File: config.mk
export PLATFORM = sky130hd
export DESIGN_NAME = multi_rate_tick_gen
export DESIGN_NICKNAME = d
export VERILOG_FILES = /design/src/rtl/multi_rate_tick_gen.sv
export SDC_FILE = /design/constraint.sdc
export NUM_CORES = 1
export LEC_CHECK = 0
export ABC_AREA = 1
export BUFFER_PORTS_ARGS = -buffer_cell sky130_fd_sc_hd__clkbuf_2
export CAP_MARGIN = 20
export CORE_ASPECT_RATIO = 2
export CORE_MARGIN = 2
export CORE_UTILIZATION = 55
export CTS_CLUSTER_SIZE = 30
export DETAILED_ROUTE_END_ITERATION = 12
export PLACE_DENSITY = 0.73
export SYNTH_ARGS = -nofsm -noshare
export SYNTH_HDL_FRONTEND = slang
export SYNTH_SLANG_ARGS = --single-unit
File: constraint.sdc
create_clock -name clk_12MHz -period 3.3 [get_ports clk_12MHz]
set_input_delay 0.495 -clock clk_12MHz [delete_from_list [all_inputs] [get_ports clk_12MHz]]
set_output_delay 0.495 -clock clk_12MHz [all_outputs]
set_load 0.01 [all_outputs]
File: src/rtl/multi_rate_tick_gen.sv
// multi_rate_tick_gen: bank of NUM_CH programmable tick / square-wave clock-enable generators
// clk_12MHz, rst: clock and sync active-high reset; en: per-channel run enable; sync: phase-align restart
// cfg_valid/cfg_ready/cfg_ch/cfg_div/cfg_mode: one-slot runtime divisor/mode reload
// tick: one-cycle pulse per period; clk_sq: square output (period 2*div) in mode 1
module multi_rate_tick_gen #(
  parameter int NUM_CH = 2,
  parameter int CNT_W = 16,
  parameter logic [NUM_CH*CNT_W-1:0] DEF_DIV = {16'd2400, 16'd12000},
  parameter int CH_W = 3
) (
  input  logic              clk_12MHz,
  input  logic              rst,
  input  logic [NUM_CH-1:0] en,
  input  logic              sync,
  input  logic              cfg_valid,
  output logic              cfg_ready,
  input  logic [CH_W-1:0]   cfg_ch,
  input  logic [CNT_W-1:0]  cfg_div,
  input  logic              cfg_mode,
  output logic [NUM_CH-1:0] tick,
  output logic [NUM_CH-1:0] clk_sq
);
  logic [CNT_W-1:0] cnt [NUM_CH];
  logic [CNT_W-1:0] div [NUM_CH];
  logic [NUM_CH-1:0] mode, term, commit;
  logic pend, p_mode, discard;
  logic [CH_W-1:0] p_ch;
  logic [CNT_W-1:0] p_div;
  assign cfg_ready = ~pend;
  assign discard = pend && (32'(p_ch) >= NUM_CH);
  // an idle (disabled or frozen) target has no wrap to wait for, so it takes the update at once
  always_comb begin
    term = '0;
    commit = '0;
    for (int i = 0; i < NUM_CH; i++) begin
      term[i] = en[i] && div[i] != '0 && cnt[i] == div[i] - 1'b1;
      commit[i] = pend && 32'(p_ch) == i && (term[i] || !en[i] || div[i] == '0);
    end
  end
  always_ff @(posedge clk_12MHz) begin
    if (rst) begin
      pend <= 1'b0;
      tick <= '0;
      clk_sq <= '0;
      mode <= '0;
      for (int i = 0; i < NUM_CH; i++) begin
        cnt[i] <= '0;
        div[i] <= DEF_DIV[i*CNT_W +: CNT_W];
      end
    end else begin
      if (!pend && cfg_valid) begin
        pend <= 1'b1;
        p_ch <= cfg_ch;
        p_div <= cfg_div;
        p_mode <= cfg_mode;
      end else if (sync || |commit || discard) pend <= 1'b0;
      for (int i = 0; i < NUM_CH; i++) begin
        if (sync) begin
          cnt[i] <= '0;
          tick[i] <= 1'b0;
          clk_sq[i] <= 1'b0;
        end else begin
          tick[i] <= term[i];
          cnt[i] <= (term[i] || commit[i]) ? '0 : (en[i] && div[i] != '0) ? cnt[i] + 1'b1 : cnt[i];
          clk_sq[i] <= (!mode[i] || (commit[i] && p_mode != mode[i])) ? 1'b0 : clk_sq[i] ^ term[i];
        end
        if (pend && 32'(p_ch) == i && (sync || commit[i])) begin
          div[i] <= p_div;
          mode[i] <= p_mode;
        end
      end
    end
  end
endmodule

==> Implementation_results.wiki <==
{| class="wikitable"
! Metric !! Value
|-
| Status || finished, final reports clean
|-
| Largest fanout on the critical path || 16
|-
| Worst Setup SP || div[0][16]
|-
| Die Area || about 11,000 sq um
|-
| Final hold violations || 0
|-
| Largest clock skew in the final design || roughly 13 ps
|-
| Yosys cell types || 40
|-
| Cts-stage hold buffer count || 0
|-
| WL per Instance || between 15 and 20 um
|-
| Most common cell in the synthesized netlist || nand2_1
|-
| Combinational family with the most area after synthesis || simple AND/OR/NAND/NOR gates
|-
| Multiplexer fraction of the synthesized cell area || 0%
|-
| Post-route minimum period || between 2000 and 3000 ps
|-
| Die height || approximately 140 um
|-
| Area added between synthesis and finish || 10.5%
|-
| Number of ports placed on the die boundary || 31
|-
| Clock Root Buffer || clkbuf_16
|-
| Initial antenna violation count || 0
|-
| Post-Syn Instances || 622
|-
| Area of the mapped netlist || 5330 sq um
|-
| Flip-flop cell with the highest count after synthesis || edfxtp_1
|-
| Standard-cell row count || 50
|-
| Yosys Warn Count || 0
|-
| All-layer global routing usage || between 20% and 30%
|-
| Number of filler instances in the final layout || between 700 and 800
|-
| Leakage Power || ~2.4 nW
|-
| Post-CTS setup buffer count || 0
|-
| Synthesized area per cell || 8.58 sq um
|-
| Detailed Route Iter0 Violations || approximately 140
|-
| Number of global-route vias before repair || about 4.3k
|-
| Count of max-cap constraint violations || 0
|-
| Main area contributors after synthesis || edfxtp_1, nand2_1, inv_1
|-
| Port Buffer Count || 30
|-
| Total power divided by cell area || ~430 nW/um^2
|-
| Post-Synth Adder-Cell Area || less than 1%
|-
| Net count, final || just under 700
|-
| First-pass iteration count of the detailed router || 4
|-
| Setup-failing EPs final || 0
|-
| Critical path required time || 3320 ps
|-
| Total number of vias || ~4.2k
|-
| Drt total wl || around 12,000 um
|-
| Global-route wire length before repair || a little under 20,000 um
|-
| Normalized max-slew margin || between 70 and 80%
|-
| Category of the worst setup path capture point || flip-flop
|-
| Portion of the clock cycle consumed by the worst path in the final layout || roughly 87%
|-
| RePlAce Congestion || between 0.9 and 1
|-
| Crit path kind || reg -> reg
|-
| Mean number of vias per cell || approximately 5.4
|-
| Count of flip-flops with a built-in enable after synthesis || 84
|-
| Share of layout cells above drive strength 1 || approximately 15%
|-
| Synth async-reset ratio || 0%
|-
| Clock latency of the later-clocked register in the worst-skew pair || between 300 and 400 ps
|-
| Number of instances on the worst hold path || 1
|-
| Crit path max-delay family || simple AND/OR/NAND/NOR gates
|-
| Critical Path, Cell by Cell || inv_1 > ha_1 > nand2_1 > inv_1 > nand2_1 > nand3_1 > nand2_1 > nor2_1 > nand2_1 > nor2_1 > nand3_1 > nand2_2 > nand2_4 > nand2_2 > nand2_4 > nand2_1 > buf_4
|-
| Global route total overflow || 0
|-
| Peak VDD IR || about 420 uV
|-
| Simple-gate share of the synthesized area || roughly 31%
|-
| CP Launch Type || flip-flop
|-
| Max Freq || 348 MHz
|-
| CTS tree || done
|-
| Worst hold path class || in -> reg
|-
| Area share of the leading cell type in the synthesized netlist || 47.3%
|-
| Worst path most repeated cell || nand2_1
|-
| Die X-Extent || approximately 74 um
|-
| Post-route core utilization || 62.8%
|-
| Synth Area in Compound Gates || about 4.4%
|-
| Largest area contributor in the synthesized netlist || edfxtp_1
|-
| Number of max-slew violations in the final report || 0
|-
| Buffers & Inverters on Critical Path || 3
|-
| Number of antenna repair diodes || 0
|-
| Top cells by count, synth || nand2_1, inv_1, edfxtp_1
|-
| Total clock buffers created by CTS || 9
|-
| Reg2Reg Launch Point || div[0][16]
|-
| CP max stage delay || 410 ps
|-
| Unrepaired setup endpoints after global routing || no
|-
| Total nets after synthesis || ~650
|-
| Register-to-Register Path Depth || 17
|-
| Fraction of the yosys area taken by sequential cells || about half
|-
| Startpoint of the worst hold path || cfg_div[4]
|-
| Number of clock sinks || 91
|-
| Final antenna-violating net count || 0
|-
| XOR/XNOR Fraction of Synth Area || 6.24%
|-
| Initial core utilization || between 50 and 60%
|-
| Remaining design rule violation count || 0
|-
| Worst Max-Slew Pin Slew || approximately 440 ps
|-
| Largest buffer count on any clock path || 2
|-
| H-tree depth || 3
|-
| Clock Pin Slew Worst Setup and Hold Paths || approximately 70 ps
|-
| Post-cts sizing count || 0
|-
| CORE AREA || 9380 sq um
|-
| Flip-flop and latch count after synthesis || slightly above 90
|-
| Largest net degree at the start of global routing || 21
|-
| Signal arrival time at the worst endpoint || a little under 3000 ps
|-
| Library cell contributing the largest single delay on the critical path || edfxtp_1
|-
| Dpl hpwl || roughly 10000 um
|-
| Worst path depth || 17
|-
| Total Neg Setup Slack || 0 ps
|}
[layout make-up]
class | instances | area (sq um) | share of cell area [%]
repair buffers | 36 | 203 | 3.44
clock buffers | 11 | 233 | 3.95
clock inverters | 5 | 38.8 | 0.658
well taps | 104 | 130 | 2.21
multi-input cells | 433 | 2280 | 38.7
inverters | 92 | 345 | 5.86
flip-flops and latches | 91 | 2660 | 45.2
[per-stage QoR]
| step | hold WS (ps) | worst slack, ps | cells | power, mW | area [sq um] |
|---|---|---|---|---|---|
| 4_1_cts | 318 | 452 | 771 | 2.55 | 5880 |
| 5_1_grt | 326 | 236 | 772 | 2.63 | 5890 |
| 3_5_place_dp | 461 | 462 | 755 | 1.60 | 5610 |
| 2_1_floorplan | 440 | 743 | 622 | 1.53 | 5330 |
| 6_report | 331 | 425 | 772 | 2.53 | 5890 |
| 3_3_place_gp | 470 | 579 | 755 | 1.60 | 5610 |
[metal layers]
| layer | track usage (%) | up-vias | wire, um |
|---|---|---|---|
| met1 | 23.6 | 1968 | 4240 |
| met3 | 3.88 | 42 | 269 |
| met5 | 0 | - | 0 |
| li1 | - | 2095 | - |
| met4 | 14.4 | 0 | 590 |
| met2 | 46.4 | 80 | 7000 |
[path summary, 6_finish.rpt]
check / slack [ps] / to
max: 420 / div[0][20]
min reg2reg: 510 / clk_sq[0]
max reg2reg: 420 / div[0][20]
min: 330 / p_div[4]
[layout by cell type (no fill, tap or decap), types with 3 or more instances in the layout]
cell       netlist  layout
nand3b_1         7       7
inv_1           86      86
xnor2_1         15      15
a21oi_1          9       9
nor2_1          82      81
inv_2            5       5
nand2_2          8       8
nor3_1          17      17
nand4_1          9       9
nand3_2          4       4
buf_4            0       5
nand2_1        155     155
clkbuf_16        0       9
ha_1             4       4
edfxtp_1        84      84
nand3_1         46      46
a21oi_2         10      10
o21ai_0          6       6
clkbuf_2         0      30
dfxtp_1          7       7
nor2_2          12      13
xor2_1          23      23
nor2_4           5       5
nor3b_1          3       3
[state kept, by name, summed over array words and instances (netlist names)]
signal  cells
tick        2
div        32
p_ch        3
mode        2
cnt        32
pend        1
clk_sq      2
p_mode      1
p_div      16
[cells by family (layout without fill, tap and decap cells)]
kind of cell,Yosys count,after routing
AND/OR/NAND/NOR,358,358
buffers and inverters,98,144
flip-flops,91,91
XOR/XNOR,38,38
AO/OA/AOI/OAI,33,33
adder cells (fa/ha/maj),4,4
[power breakdown]
| group | internal (mW) | switching (mW) |
|---|---|---|
| clock network | 0.517 | 0.434 |
| logic | 0.0842 | 0.143 |
| registers | 1.31 | 0.0473 |
| total | 1.91 | 0.624 |
(Power assumes the default switching activity.)
